$ cat src/rtl/acl_thresh_cfg_pkg.sv
// Shared types and defaults for the ADXL362 threshold preset sequencer.
// The parameter defaults hold the register map and the 10 ms step timeout at 20 MHz.
package acl_thresh_cfg_pkg;

  typedef enum logic [2:0] {
    ST_IDLE      = 3'd0,
    ST_PAUSE     = 3'd1,
    ST_ISSUE     = 3'd2,
    ST_WAIT_DONE = 3'd3,
    ST_FINISH    = 3'd4,
    ST_ERROR     = 3'd5
  } t_thrcfg_state;

  localparam logic [7:0]  c_addr_thresh_act_l  = 8'h20;
  localparam logic [7:0]  c_addr_time_inact_l  = 8'h25;
  localparam logic [7:0]  c_addr_act_inact_ctl = 8'h27;
  localparam logic [7:0]  c_act_inact_ctl_val  = 8'h3F;
  localparam logic [19:0] c_timeout_cycles     = 20'd200000;

  localparam int          c_thrcfg_byte_count  = 5;
  localparam logic [2:0]  c_thrcfg_last_idx    = 3'(c_thrcfg_byte_count - 1);

endpackage

$ cat src/rtl/acl_thresh_config_sequencer.sv
// Pauses the accelerometer driver and writes the selected threshold preset as a
// fixed 5-byte register sequence, reporting done, or error on a per-step timeout.
module acl_thresh_config_sequencer
  import acl_thresh_cfg_pkg::*;
#(
  parameter logic [7:0]  parm_addr_thresh_act_l  = c_addr_thresh_act_l,
  parameter logic [7:0]  parm_addr_time_inact_l  = c_addr_time_inact_l,
  parameter logic [7:0]  parm_addr_act_inact_ctl = c_addr_act_inact_ctl,
  parameter logic [7:0]  parm_act_inact_ctl_val  = c_act_inact_ctl_val,
  parameter logic [19:0] parm_timeout_cycles     = c_timeout_cycles
) (
  input  logic        i_clk_20mhz,
  input  logic        i_rst_20mhz,
  input  logic [3:0]  i_value_enum,
  input  logic [15:0] i_value_thresh,
  input  logic [15:0] i_value_timer,
  output logic        o_pause_req,
  input  logic        i_pause_ack,
  output logic        o_wr_valid,
  output logic [7:0]  o_wr_addr,
  output logic [7:0]  o_wr_data,
  input  logic        i_wr_ready,
  input  logic        i_wr_done,
  output logic        o_cfg_busy,
  output logic        o_cfg_done,
  output logic        o_cfg_error,
  output logic        o_cfg_fault,
  output logic [3:0]  o_applied_enum,
  output logic [2:0]  o_dbg_state
);

  // Handshakes: o_pause_req is held until i_pause_ack is seen high; a write command
  // transfers in the cycle o_wr_valid && i_wr_ready, with addr/data held stable
  // until then; i_wr_done only counts once the command has transferred.

  t_thrcfg_state state, state_next;
  logic          pending;
  logic [3:0]    enum_q;
  logic [3:0]    shadow_enum;
  logic [10:0]   shadow_thresh;
  logic [15:0]   shadow_timer;
  logic [2:0]    idx;
  logic [19:0]   tmo_cnt;
  logic [3:0]    applied_enum;
  logic          fault;
  logic          run;
  logic          timed_out;
  logic          enum_change;
  logic [7:0]    tbl_addr;
  logic [7:0]    tbl_data;
  logic          thresh_unused;

  assign thresh_unused = ^i_value_thresh[15:11];
  assign enum_change   = (i_value_enum != enum_q);
  assign run           = (state == ST_PAUSE) || (state == ST_ISSUE) || (state == ST_WAIT_DONE);
  assign timed_out     = (tmo_cnt >= parm_timeout_cycles);

  always_comb begin
    state_next = state;
    case (state)
      ST_IDLE:      if (pending) state_next = ST_PAUSE;
      ST_PAUSE: begin
        if (i_pause_ack)    state_next = ST_ISSUE;
        else if (timed_out) state_next = ST_ERROR;
      end
      ST_ISSUE: begin
        if (i_wr_ready)     state_next = ST_WAIT_DONE;
        else if (timed_out) state_next = ST_ERROR;
      end
      ST_WAIT_DONE: begin
        if (i_wr_done)      state_next = (idx == c_thrcfg_last_idx) ? ST_FINISH : ST_ISSUE;
        else if (timed_out) state_next = ST_ERROR;
      end
      ST_FINISH:    state_next = ST_IDLE;
      ST_ERROR:     state_next = ST_IDLE;
      default:      state_next = ST_IDLE;
    endcase
  end

  always_comb begin
    tbl_addr = 8'h00;
    tbl_data = 8'h00;
    case (idx)
      3'd0: begin tbl_addr = parm_addr_thresh_act_l;         tbl_data = shadow_thresh[7:0]; end
      3'd1: begin tbl_addr = parm_addr_thresh_act_l + 8'd1;  tbl_data = {5'b0, shadow_thresh[10:8]}; end
      3'd2: begin tbl_addr = parm_addr_time_inact_l;         tbl_data = shadow_timer[7:0]; end
      3'd3: begin tbl_addr = parm_addr_time_inact_l + 8'd1;  tbl_data = shadow_timer[15:8]; end
      3'd4: begin tbl_addr = parm_addr_act_inact_ctl;        tbl_data = parm_act_inact_ctl_val; end
      default: begin tbl_addr = 8'h00;                       tbl_data = 8'h00; end
    endcase
  end

  always_ff @(posedge i_clk_20mhz) begin
    if (i_rst_20mhz) begin
      state         <= ST_IDLE;
      pending       <= 1'b1;
      enum_q        <= i_value_enum;
      shadow_enum   <= 4'h0;
      shadow_thresh <= 11'h000;
      shadow_timer  <= 16'h0000;
      idx           <= 3'd0;
      tmo_cnt       <= 20'd0;
      applied_enum  <= 4'h0;
      fault         <= 1'b0;
    end else begin
      state  <= state_next;
      enum_q <= i_value_enum;

      // A change seen in the same cycle the FSM leaves idle must re-arm, not be lost.
      if (enum_change)
        pending <= 1'b1;
      else if ((state == ST_IDLE) && (state_next != ST_IDLE))
        pending <= 1'b0;

      if ((state == ST_IDLE) && pending) begin
        shadow_enum   <= i_value_enum;
        shadow_thresh <= i_value_thresh[10:0];
        shadow_timer  <= i_value_timer;
        idx           <= 3'd0;
      end else if ((state == ST_WAIT_DONE) && i_wr_done && (idx != c_thrcfg_last_idx)) begin
        idx <= idx + 3'd1;
      end

      if (state_next != state)
        tmo_cnt <= 20'd0;
      else if (run)
        tmo_cnt <= tmo_cnt + 20'd1;

      if (state == ST_FINISH) begin
        applied_enum <= shadow_enum;
        fault        <= 1'b0;
      end else if (state == ST_ERROR) begin
        fault <= 1'b1;
      end
    end
  end

  assign o_pause_req    = run;
  assign o_cfg_busy     = run || (state == ST_FINISH) || (state == ST_ERROR);
  assign o_wr_valid     = (state == ST_ISSUE);
  assign o_wr_addr      = (state == ST_ISSUE) ? tbl_addr : 8'h00;
  assign o_wr_data      = (state == ST_ISSUE) ? tbl_data : 8'h00;
  assign o_cfg_done     = (state == ST_FINISH);
  assign o_cfg_error    = (state == ST_ERROR);
  assign o_cfg_fault    = fault;
  assign o_applied_enum = applied_enum;
  assign o_dbg_state    = state;

endmodule

$ cat config.mk
export PLATFORM = sky130hd
export DESIGN_NAME = acl_thresh_config_sequencer
export DESIGN_NICKNAME = d
export VERILOG_FILES = /design/src/rtl/acl_thresh_cfg_pkg.sv /design/src/rtl/acl_thresh_config_sequencer.sv
export SDC_FILE = /design/constraint.sdc
export NUM_CORES = 1
export LEC_CHECK = 0
export CAP_MARGIN = 20
export CORE_ASPECT_RATIO = 0.5
export CORE_UTILIZATION = 45
export DETAILED_ROUTE_END_ITERATION = 10
export HOLD_SLACK_MARGIN = 0.05
export PLACE_DENSITY = 0.76
export SETUP_SLACK_MARGIN = 0.2
export SLEW_MARGIN = 20
export SYNTH_ARGS = -nofsm -noshare
export SYNTH_HDL_FRONTEND = slang
export SYNTH_SLANG_ARGS = --single-unit
$ cat constraint.sdc
create_clock -name i_clk_20mhz -period 2.9 [get_ports i_clk_20mhz]
set_input_delay 0.725 -clock i_clk_20mhz [delete_from_list [all_inputs] [get_ports i_clk_20mhz]]
set_output_delay 0.725 -clock i_clk_20mhz [all_outputs]
set_load 0.01 [all_outputs]
* Word-level counts from Yosys, hierarchy flattened *
Cells that the tools add are included.
W data, S select, Z words.

storage, ports and cells
  register bits after elaboration = 67
  logic and storage cells = 51
  input bits = 41

operators by class
  add/subtract/negate cells = 2
  reduce and logical (&&, ||, !) cells = 15
  equality and inequality tests = 12
  muxes and demuxes = 11
  order comparisons = 1

operators with widths
  kind                     number
  $pmux W8 S5              1
  $pmux W6 S5              1
  $add A20 B1 Y20 const B  1
  $ge A20 B18 Y1 const B   1
  $mux W3                  6
  $mux W8                  2
  $eq A3 B2 Y1 const B     4
  $pmux W3 S4              1
  $eq A3 B3 Y1 const B     3
  $reduce_or A2 Y1         4
  $eq A3 B1 Y1 const B     2
  $logic_not A3 Y1         2
  $logic_and A1 B1 Y1      4
  $logic_or A1 B1 Y1       4
  $ne A4 B4 Y1             1
  $add A3 B1 Y3 const B    1
  $ne A3 B3 Y1             1
  $ne A3 B3 Y1 const B     1
  $reduce_bool A3 Y1       1

* Longest topological paths before layout *
Gate-level depths: netlist of the first run.

  word-level depth = 6
  depth in mapped cells = 7
  depth with buffers taken out = 6

* Worst setup path before layout of the first run *
No wires, ideal clock.

  kind = reg2out
  start = register idx[2]
  end = output port o_wr_data[6]
  stages on the path, launching flop included = 7
  arrival time = 2137 ps
  path slack = 38 ps
  required time = 2175 ps
  path buffers = 2
  cell sequence = dfxtp_1 > clkbuf_1 > inv_1 > ha_1 > buf_1 > o41ai_1 > nor2_1

on the way
  longest elaborated chain between the ends = 3

RTL lines
  what                                  RTL line                            text
  from (decl)                           acl_thresh_config_sequencer.sv:42   logic [2:0] idx;
  from (signal assigned)                acl_thresh_config_sequencer.sv:121  idx <= idx + 3'd1;
  $eq A3 B3 Y1 (tied with other cells)  acl_thresh_config_sequencer.sv:83   case (idx)
  $pmux W8 S5 (*)                       acl_thresh_config_sequencer.sv:83
  $mux W8 (*)                           acl_thresh_config_sequencer.sv:142  assign o_wr_data = (state == ST_ISSUE) ? tbl_data : 8'h00;
  to (decl)                             acl_thresh_config_sequencer.sv:21   output logic [7:0] o_wr_data,

Mark *: on every way between the ends. The rest lies on a longest branch, timed or not.

* Final worst setup path of the first run *
  start = register idx[0]
  end = output port o_wr_data[6]

Same word-level chain as after synthesis.

==> impl.org, run 1 <==
** Setup path
- STA puts the critical path data required time at between 2 and 2.5 ns.
- Maximum fanout along the worst path :: 4
- Crit path DAT :: 1.92 ns
- Slowest cell on the critical path :: dfxtp_2
- By startpoint and endpoint, the worst setup path is classified as reg -> out.
- The critical path crosses 8 cells after its start point.
- STA classifies the critical path startpoint as a flop.
- Chain of cells forming the critical path :: buf_4 > ha_2 > nor2b_4 > o41ai_4 > buf_2 > buf_4 > nor2_1 > buf_2
- Across all register-to-register paths, the minimum setup slack is 0.57 ns.
- Capturing point of the worst reg2reg path :: tmo_cnt[18]
- The kind of cell with the highest combined delay along the critical path is buffers and inverters.
- Critical Path Sink Type :: primary output
- Measured in cells, the most critical reg-to-reg path has a length of 5.
- The worst register-to-register path begins at tmo_cnt[0].
- Largest incremental delay on the critical path :: approximately 0.33 ns
- Number of buffers and inverters on the critical path :: 4

** Routing
- The detailed router finished its first iteration with 170 violations.
- Vias per std cell :: 5.45
- The pre-antenna-repair detailed-routing pass consisted of 6 iterations.
- The routed design has ~7900 µm of wire.
- Final antenna-violating net count :: 0
- Average wire length per cell after detail routing :: 14.6 µm
- For this run, design rule violations remaining after detail routing come to 0.
- Vias :: 2950

** Global route
- Across every metal layer, demand over resource in global routing totals 0.231.
- The total overflow left after global routing is 0.
- Wire length of the first global-routing pass :: 12900 µm
- Pin count of the biggest net entering global routing :: 44
- The number of global-route vias before repair was between 2000 and 3000.
- The number of antenna violations at the first check in global routing is 0.

** Placed design
- Placed inst area :: 3820 µm²
- Count of input and output buffers :: 60
- Placed cell count :: about 520
- Post-DP HPWL :: 5290 µm
- Routability cong. :: 0.901

** Die
- Num rows :: 20
- Core region area :: 6360 µm²
- Die Outline Area :: just over 7000 µm²
- The die is 119 µm wide.
- For this design the top-level I/O count stands at 70.
- From bottom edge to top edge, the die measures 60.7 µm.
- Initial standard-cell utilization of the core :: 0.488

** Layout
- Of the cells placed in the final design, the portion with a size suffix greater than 1 is 0.128.
- Compared with the post-synthesis result, the final layout area differs by 35.2%.
- The number of antenna diodes in the final layout is 0.
- Leaving out fill and tap cells, the most frequent cell in the layout is nand2_1.
- Layout net count :: 497
- Post-layout util :: 0.660
- Once layout is complete, the cells apart from fillers number 541.
- Fin area :: 4200 µm²
- After filler insertion, the fill cell instance count of the layout stands at 516.
- Leaving out fill and tap cells, the most frequent cells in the layout are nand2_1 (79), dfxtp_1 (64), clkdlybuf4s50_1 (49).

** Logic synthesis
- After synthesis, the share of flip-flops with an asynchronous set or reset is 0.
- Number of warnings reported in the yosys synthesis log :: 0
- After synthesis, the mean cell area works out to 8.12 µm².
- The share of the Yosys chip area taken by registers is 0.432.
- In this run, synthesis produced a sequential element count of between 60 and 70.
- Among all flip-flop cells after synthesis, the most frequent one is dfxtp_1.
- Area of the mapped netlist :: between 3000 and 4000 µm²
- Number of enable-type register cells in the synthesized netlist :: 0
- Synthesis produced a netlist whose cell count is roughly 380.
- Yosys cell types :: 45

** Timing
- Timing-limited maximum frequency :: 379 MHz
- Setup violators final :: 0
- Hold Vio Cnt, Final :: 0
- The clock arrives with 0.00727 ns of skew.
- Tightest slew margin relative to the limit :: 0.534
- Period Utilization, post-route :: 0.911
- Counting I/O delays and the setup requirement, the final critical path takes 2.64 ns.
- The number of max-slew violations in the final report was 0.
- Across all hold checks on the routed design, the worst slack comes to 0.459 ns.
- For the pin with the worst max-slew slack, the measured transition is 0.699 ns.
- RSZ-0062 raised after global routing :: yes
- Setup TNS :: 0 ns

** Min path
- The worst hold path terminates at shadow_timer[1].
- The worst hold path was traced through 2 stages.
- Path class of the lowest-slack min-delay path :: reg -> reg
- Worst Min Path Start :: shadow_timer[1]

** Power
- Clock group share of total power :: 0.438
- For this design the ratio of total power to cell area is 586 nW/µm².
- Of the total power, the share spent switching nets is 0.248.
- Summed over all nets, the switching power comes to 0.611 mW.
- Cell internal pwr :: roughly 1.8 mW
- Maximum ir drop on the vdd rail :: 0.322 mV
- Of the total power, combinational logic draws 0.151.
- The share of total power dissipated in sequential elements is 0.412.
- For this design the static power due to leakage is 1.50 nW.

** Clock network
- After clock tree synthesis, the flow added hold-fix buffers numbering 0.
- Counting every sink on the clock net gives between 60 and 70.
- Clk_lat worst skew :: 0.33 ns
- Counting along the longest clock path gives a buffer depth of 2.
- Depth of the CTS H-tree :: 3
- Number of buffers added by the clock tree synthesis step :: 9
- CTS Root Buffer Type :: clkbuf_16
- Clock-pin slew was measured on the worst setup and hold paths at about 0.05 ns.
- Clock tree from TritonCTS :: built

** Run status
- Status :: finished, final reports clean

** Flow run
- Across the run, the number of max-cap violations was 0.
==> timing repair <==
action | 4_1_cts | 5_1_grt
gates resized for setup | 39 | 9
setup buffers | 6 | 0
pin swaps | 1 | 1
endpoints found under the setup margin | 11 | 9
cloned | 1 | 0
==> cell usage after synthesis (all sizes together), types with 3 or more instances <==
master,n,area [µm²]
xnor2,12,105
a22oi,3,22.5
o21ai,13,65.1
inv,16,60.1
or4,6,45.0
a31oi,7,43.8
nor2,12,45.0
clkbuf,21,78.8
nand4,3,18.8
ha,7,87.6
o31ai,3,22.5
nor3,21,105
xor2,3,26.3
mux2i,7,70.1
dfxtp,67,1340
nand2,79,297
nand3,10,50.1
a211oi,13,108
nor2b,4,25.0
buf,8,48.8
or3,7,43.8
a21oi,35,175
==> sequential cells by signal, summed over array words and instances (netlist names) <==
signal	count
shadow_timer	16
shadow_enum	4
idx	3
o_cfg_fault	1
shadow_thresh	11
o_dbg_state	3
enum_q	4
pending	1
tmo_cnt	20
o_applied_enum	4
==> area by class of cell <==
cell class                 instances  area (µm²)  share of cell area
multi-input combinational        273        1660               0.394
sequential                        67        1350               0.321
timing repair buffer              82         731               0.174
clock inverter                     2        35.0             0.00835
tap                               88         110              0.0262
clock buffer                      13         260              0.0620
inverter                          16        60.1              0.0143
==> worst reg2reg max path: stages (launching register included) <==
cell	delay, ns
dfxtp_1	0.42
ha_1	0.21
nand3_1	0.16
or4_1	0.70
or4_1	0.55
a211oi_2	0.21
==> metrics by stage <==
| stage | setup slack (ns) | total power [mW] |
|---|---|---|
| after global placement | 0.196 | 1.37 |
| final | 0.259 | 2.46 |
| after detailed placement | 0.0756 | 1.39 |
| after floorplan | 0.343 | 1.24 |
| after global routing | 0.179 | 2.56 |
| after CTS | 0.196 | 2.47 |
==> power by group through the flow <==
| stage | registers [mW] | clock network, mW | logic, mW |
|---|---|---|---|
| after floorplan | 1.03 | 0 | 0.217 |
| after global placement | 1.03 | 0 | 0.347 |
| after CTS | 1.01 | 1.09 | 0.367 |
| after detailed placement | 1.03 | 0 | 0.358 |
| final | 1.01 | 1.08 | 0.371 |
| after global routing | 1.02 | 1.13 | 0.406 |
==> layer usage <==
layer / routed length [µm] / vias up / track usage
met2: 3940 / 96 / 0.439
met3: 523 / 11 / 0.0742
met5: 0 / - / 0
met4: 87 / 0 / 0.0714
met1: 3330 / 1375 / 0.256
li1: - / 1468 / -
==> kinds of logic (layout without fill, tap and decap cells) <==
family,count (synthesis),count (layout),share of synthesized area
compound gates,90,90,0.191
xor+xnor,15,15,0.0423
fa+ha+maj,7,7,0.0282
buf+inv,45,113,0.0605
flops,67,67,0.432
mux,7,7,0.0226
other cells,1,4,0.00121
simple gates,150,150,0.222
==> worst max-delay path by stage <==
stage                           start            to  slack [ns]
after floorplan                idx[2]  o_wr_data[6]        0.34
after global placement    i_pause_ack   tmo_cnt[11]        0.20
after detailed placement  i_pause_ack   tmo_cnt[17]        0.08
after CTS                      idx[0]  o_wr_data[2]        0.20
after global routing           idx[0]  o_wr_data[2]        0.18
final                          idx[0]  o_wr_data[6]        0.26
(Power assumes the default switching activity.)
==> run 2, diff against run 1 <==
--- a/config.mk
+++ b/config.mk
@@ -5,7 +5,6 @@
 export SDC_FILE = /design/constraint.sdc
 export NUM_CORES = 1
 export LEC_CHECK = 0
-export CAP_MARGIN = 20
 export CORE_ASPECT_RATIO = 0.5
 export CORE_UTILIZATION = 45
 export DETAILED_ROUTE_END_ITERATION = 10
==> results of run 2 <==
The final DEF is identical to that of run 1; final timing and power are the same.
==> run 3, diff against run 2 <==
--- a/config.mk
+++ b/config.mk
@@ -6,10 +6,10 @@
 export NUM_CORES = 1
 export LEC_CHECK = 0
 export CORE_ASPECT_RATIO = 0.5
-export CORE_UTILIZATION = 45
+export CORE_UTILIZATION = 50
 export DETAILED_ROUTE_END_ITERATION = 10
 export HOLD_SLACK_MARGIN = 0.05
-export PLACE_DENSITY = 0.76
+export PLACE_DENSITY = 0.79
 export SETUP_SLACK_MARGIN = 0.2
 export SLEW_MARGIN = 20
 export SYNTH_ARGS = -nofsm -noshare
==> constraint.sdc (replaced) <==
create_clock -name i_clk_20mhz -period 2.7 [get_ports i_clk_20mhz]
set_input_delay 0.675 -clock i_clk_20mhz [delete_from_list [all_inputs] [get_ports i_clk_20mhz]]
set_output_delay 0.675 -clock i_clk_20mhz [all_outputs]
set_load 0.01 [all_outputs]
==> impl.org, run 3 (synthesized netlist as in run 1, its figures left out) <==
** Setup path
- Origin of the critical flop-to-flop path :: tmo_cnt[0] (unchanged)
- Required time reported for the critical path endpoint :: 2.03 ns (was 2.17 ns)
- The startpoint type of the worst setup path was a flop (unchanged).
- Maximum fanout along the worst path :: 5 (was 4)
- Critical Path Sink Type :: primary output (unchanged)
- Capturing point of the worst reg2reg path :: tmo_cnt[18] (unchanged)
- Crit path DAT :: 1.95 ns (was 1.92 ns)
- Reg-to-reg slack, setup :: 0.36 ns (was 0.57 ns)
- Register-to-Register Path Depth :: 5 (unchanged)
- Critical path type :: reg -> out (unchanged)

** Clock network
- Clock transition time at the flip-flop clock pins of the worst setup and hold paths :: 0.05 ns (about the same)
- The clock buffer count from CTS was 9 (unchanged).
- The clock network latency to the later pin of the worst-skew pair came to 0.33 ns (about the same).
- The number of buffers added to fix hold violations after cts is 0 (unchanged).
- The cell at the root of the clock tree is clkbuf_16 (unchanged).
- Clock Tree Buf Depth :: 2 (unchanged)
- The number of clock sinks seen by CTS came to 67 (unchanged).
- Clock tree from TritonCTS :: built (unchanged)
- Depth of the CTS H-tree :: 3 (unchanged)

** Routing
- Vias per std cell :: 5.73 (was 5.45)
- The number of vias in the routed layout came to 3129 (was 2950).
- The wire length after detailed routing was 8550 µm (was 7880 µm).
- The detailed-routing iteration count for the pre-antenna-repair pass was 6 (unchanged).
- The DRC violation count after routing is 0 (unchanged).
- Average wire length per cell after detail routing :: 15.7 µm (was 14.6 µm)
- The final antenna-violating net count came to 0 (unchanged).
- DRT iter0 DRCs :: 277 (was 170)

** Layout
- Ratio of cells with drive above 1 in the final layout :: 0.173 (was 0.128)
- The commonest non-fill, non-tap cell in the layout is nand2_1 (unchanged).
- The number of nets in the layout is 505 (was 497).
- Most flops, register :: tmo_cnt (unchanged)
- Number of flip-flops in the largest register :: 20 (unchanged)
- Non-filler instance count after layout :: 546 (was 541)
- Largest registers in the final layout :: tmo_cnt: 20 flops, shadow_timer: 16 flops, shadow_thresh: 11 flops (unchanged)
- The final antenna diode count is 0 (unchanged).
- Commonest cells after routing, fill and taps aside: nand2_1 (79), dfxtp_1 (64), clkdlybuf4s50_1 (48) (was nand2_1 (79), dfxtp_1 (64), clkdlybuf4s50_1 (49)).
- The number of fill cells in the layout is 390 (was 516).
- The area growth from synthesis to layout is 40.0% (was 35.2%).

** Placed design
- Count of input and output buffers :: 60 (unchanged)
- Place WS :: 0.0607 ns (was 0.0756 ns)
- Post-DP HPWL :: 5310 µm (was 5290 µm)
- Routability cong. :: 0.911 (was 0.901)
- The total instance count after detailed placement came to 517 (was 519).

** Timing
- The worst-case headroom to the max-slew limit came to 0.621 (was 0.534).
- Setup TNS :: 0 ns (unchanged)
- The number of hold violations in the final report is 0 (unchanged).
- Timing-limited maximum frequency :: 381 MHz
- The smallest setup slack after layout was 0.0725 ns (was 0.259 ns).
- The number of max-slew violations in the final report was 0 (unchanged).
- In the finished design, the share of the clock period the worst path needs comes to 0.973.
- The tightest hold margin came to 0.455 ns (was 0.459 ns).
- RSZ-0062 raised after global routing :: yes (unchanged)
- The number of setup violations in the final report came to 0 (unchanged).
- Setup skew after layout :: 0.00546 ns (was 0.00727 ns)
- Worst-Margin Slew :: 0.565 ns (was 0.699 ns)
- Tmin final :: 2.63 ns

** Min path
- Worst Hold End :: shadow_thresh[1] (was shadow_timer[1])
- Worst Min Path Start :: shadow_thresh[1] (was shadow_timer[1])
- Worst hold stages :: 2 (unchanged)
- The path class of the lowest-slack min-delay path is reg -> reg (unchanged).

** Global route
- Pin count of the biggest net entering global routing :: 33 (was 44)
- The overall routing resource usage came to 0.266 (was 0.231).
- Vias in the first global route :: 3024 (was 2838)
- The global-route wire length before repair came to 13700 µm (was 12900 µm).
- The number of antenna violations at the first check in global routing was 0 (unchanged).
- Gr ovfl total :: 0 (unchanged)

** Power
- The ratio of total power to cell area was 596 nW/µm² (was 586 nW/µm²).
- Leakage power :: 1.56 nW (was 1.50 nW)
- The worst-case vdd ir drop was 0.436 mV (was 0.322 mV).

** Run status
- Status :: finished, final reports clean (unchanged)

** Die
- Top Ports :: 70 (unchanged)
- The height of the die is 57.7 µm (was 60.7 µm).
- Num rows :: 19 (was 20)
- The width of the die is 113 µm (was 119 µm).
- The effective utilization at floorplan is 0.542 (was 0.488).
- Die Outline Area :: 6540 µm² (was 7250 µm²)
- The placeable core area came to 5730 µm² (was 6360 µm²).

** Flow run
- The number of max-cap violations came to 0 (unchanged).
## run 3: routing by layer
metal / part of all wire / global-route usage / vias to the layer above
met2: 0.50 / 0.493 / 135
met1: 0.42 / 0.295 / 1477
met4: 0.021 / 0.107 / 0
li1: - / - / 1495
met3: 0.060 / 0.0743 / 22
met5: 0 / 0 / -
## run 3: layout make-up
cell class	count	area, µm²	share of cell area
Sequential cell	67	1350	0.311
Clock buffer	11	253	0.0582
Tap cell	84	105	0.0242
Timing Repair Buffer	90	843	0.194
Inverter	16	62.6	0.0144
Clock inverter	5	27.5	0.00634
Multi-Input combinational cell	273	1700	0.392
## run 3: where the power goes
part	total (mW)	switching [mW]	internal, mW	leakage [nW]
sequential	1.09	0.0373	1.05	0.550
combinational	0.430	0.241	0.190	0.871
clock	1.07	0.407	0.663	0.141
## run 3: worst max-delay path, cell delays in order (launching register included)
cell and delay, ns:
dfxtp_4 0.37, inv_4 0.04, buf_6 0.11, ha_4 0.18, o41ai_4 0.40, buf_4 0.20
buf_6 0.10, a31oi_1 0.04, buf_2 0.16
## run 3: repair_timing
| action | 4_1_cts | 5_1_grt |
|---|---|---|
| gates cloned | 1 | 1 |
| pin swaps | 4 | 5 |
| endpoints found under the setup margin | 12 | 14 |
| resized for setup | 62 | 17 |
| buffers inserted | 6 | 5 |
## run 3: worst max path at each step
stage / to / startpoint
2_1_floorplan: o_wr_data[6] / idx[2]
5_1_grt: o_wr_data[2] / idx[0]
3_3_place_gp: o_wr_data[1] / idx[0]
3_5_place_dp: o_wr_data[1] / idx[0]
4_1_cts: o_wr_data[2] / idx[0]
6_report: o_wr_data[2] / idx[0]
## run 3: metrics by stage
stage / power [mW] / cell area, µm² / utilization
final: 2.59 / 4340 / 0.758
after global routing: 2.70 / 4340 / 0.758
after CTS: 2.58 / 4220 / 0.737
after detailed placement: 1.51 / 3860 / 0.673
after global placement: 1.49 / 3860 / 0.673
after floorplan: 1.34 / 3130 / -
==> patch (config.mk and constraints of run 3) <==
The package constant `c_timeout_cycles` goes from 20'd200000 to 20'd131072.
--- a/src/rtl/acl_thresh_cfg_pkg.sv
+++ b/src/rtl/acl_thresh_cfg_pkg.sv
@@ -16,5 +16,5 @@
   localparam logic [7:0]  c_addr_act_inact_ctl = 8'h27;
   localparam logic [7:0]  c_act_inact_ctl_val  = 8'h3F;
-  localparam logic [19:0] c_timeout_cycles     = 20'd200000;
+  localparam logic [19:0] c_timeout_cycles     = 20'd131072;
 
   localparam int          c_thrcfg_byte_count  = 5;
Formal check against the unedited RTL: same outputs for any inputs over 10 cycles, from zero or initial values and one cycle with i_rst_20mhz high; that may be too few to reach the edited logic, so the function may still have changed.
==> patch against run 3 <==
  * Sequential cell count is the same
  * Final area shrank 1.1%
  * Worst setup slack gained 33 ps
  * Wire length shrank 5.7%
  * Combinational power shrank 10%
  * Via count shrank 4.1%
  * Power grew 0.81%
  * Area after synthesis grew 2.3%
==> patch: results (changes against run 3) <==
| Metric | Value |
|---|---|
| Post-synthesis sequential area ratio | `42.3% (was 43.2%)` |
| Leak | `1.63 nW (was 1.56 nW)` |
| Final Util | `70.4% (was 75.8%)` |
| Netlist cell types | `51 (was 45)` |
| Largest regs | `tmo_cnt x20, shadow_timer x16, shadow_thresh x11 (unchanged)` |
| Pin count of the biggest net entering global routing | `43 (was 33)` |
| Synth area leaders | `dfxtp_1, nand2_1, a21oi_1 (unchanged)` |
| Crit path DAT | `1920 ps (was 1950 ps)` |
| Number of CTS-inserted buffers | `9 (unchanged)` |
| Setup Fix Bufs, Post-CTS | `7 (was 6)` |
| CP Max Fanout | `4 (was 5)` |
| Drt wl/cell | `14.8 um (was 15.7 um)` |
| Hold path start | `shadow_thresh[0]$_SDFFE_PP0P_ (was shadow_thresh[1]$_SDFFE_PP0P_)` |
| Worst Clk Skew | `7.46 ps (was 5.46 ps)` |
| I/O Buffers | `60 (unchanged)` |
| Async SR Flop Fraction | `0% (unchanged)` |
| Iter 0 DRT Violations | `217 (was 277)` |
| Mux contribution to synthesized area | `1.89% (was 2.26%)` |
| Via density | `5.51 (was 5.73)` |
| Clk Tree Root Cell | `clkbuf_16 (unchanged)` |
| Nets | `500 (was 505)` |
| Synth Warn # | `0 (unchanged)` |
| Status | `finished clean (unchanged)` |
| Reg2reg start | `o_dbg_state[1]$_SDFF_PP0_ (was tmo_cnt[0]$_SDFFE_PP0P_)` |
| DP Area | `3880 um^2 (was 3860 um^2)` |
| Fin cells | `545 (was 546)` |
| GP Congestion | `0.864 (was 0.911)` |
| Setup crit start | `idx[1]$_SDFFE_PP0P_ (was idx[0]$_SDFFE_PP0P_)` |
| Clk slew on worst S/H paths | `60 ps` |
| Dpl ws | `108 ps (was 60.7 ps)` |
| Layout cell share with drive strength beyond 1 | `16.4% (was 17.3%)` |
| Synth Area in Adders | `2.76% (was 2.82%)` |
| Synth cell count leaders | `nand2_1, dfxtp_1, a21oi_1, o21ai_0, inv_1 (was nand2_1, dfxtp_1, a21oi_1, clkbuf_1, nor3_1)` |
| Initial antenna violation count | `0 (unchanged)` |
| Worst VDD drop | `0.287 mV (was 0.436 mV)` |
| Compound-Gate Fraction of Synth Area | `18.6% (was 19.1%)` |
| Xor/xnor share of the synthesized area | `3.31% (was 4.23%)` |
| Fillcell total | `468 (was 390)` |
| First-pass GRT wire length | `13.4 mm (was 13.7 mm)` |
| Vias in the first global route | `2,975 (was 3,024)` |
| # diodes | `0 (unchanged)` |
| Total GRT Usage | `25.9% (was 26.6%)` |
| 1st-pass router iterations | `4 (was 6)` |
| CTS Buffer Depth | `2 (unchanged)` |
| Hpwl dp | `5.17 mm (was 5.31 mm)` |
| Post-CTS Resized | `67 (was 62)` |
| Dpl cells | `521 (was 517)` |
-- patch: changes by cell type after synthesis, moves of 3 or more --
cell and change:
o21ai_0 +5, xor2_1 +6, nor3_1 -8, xnor2_1 -9, or3_2 +3, clkbuf_1 -6
-- patch: logic make-up (layout without fill, tap and decap cells) --
logic type      Yosys count  in the layout
other cells               1              4
compound gates           93             93
fa+ha+maj                 7              7
flops                    67             67
simple gates            152            152
mux                       6              6
xor+xnor                 12             12
buf+inv                  44            116
-- patch: report_power, final --
| group | total [W] | switching (W) | internal (W) |
|---|---|---|---|
| Clock | 0.00114 | 0.000429 | 0.000715 |
| Combinational | 0.000386 | 0.000218 | 0.000167 |
| Sequential | 0.00108 | 0.0000329 | 0.00105 |
| Total | 0.00261 | 0.000680 | 0.00193 |
-- patch: per-layer routing --
metal / routed length (um) / GRT usage [%]
met3: 415 / 6.90
met2: 4190 / 49.4
met4: 127 / 10.6
met5: 0 / 0
met1: 3320 / 28.0
-- patch: critical path, cell delays in order, from the launching register on --
cell     delay, ps
dfxtp_4        400
inv_4           60
ha_4           150
nor2b_4        130
o41ai_4        360
buf_4          190
buf_4          100
a31oi_1         40
buf_2          170
-- patch: final timing paths --
path / end / slack, ps / depth (start not counted)
setup reg to reg: tmo_cnt[16]$_SDFFE_PP0P_ / 720 / 5
hold / removal: shadow_thresh[0]$_SDFFE_PP0P_ / 450 / 2
setup / recovery: o_wr_data[0] / 110 / 8
hold reg to reg: shadow_thresh[0]$_SDFFE_PP0P_ / 450 / 2
-- patch: cell type report --
cell class	instances	area share, %
clock inverter	6	1.51
inverter	16	1.51
tap	88	2.56
sequential	67	31.4
timing repair buffer	84	17.4
clock buffer	10	5.33
multi-input combinational	274	40.3
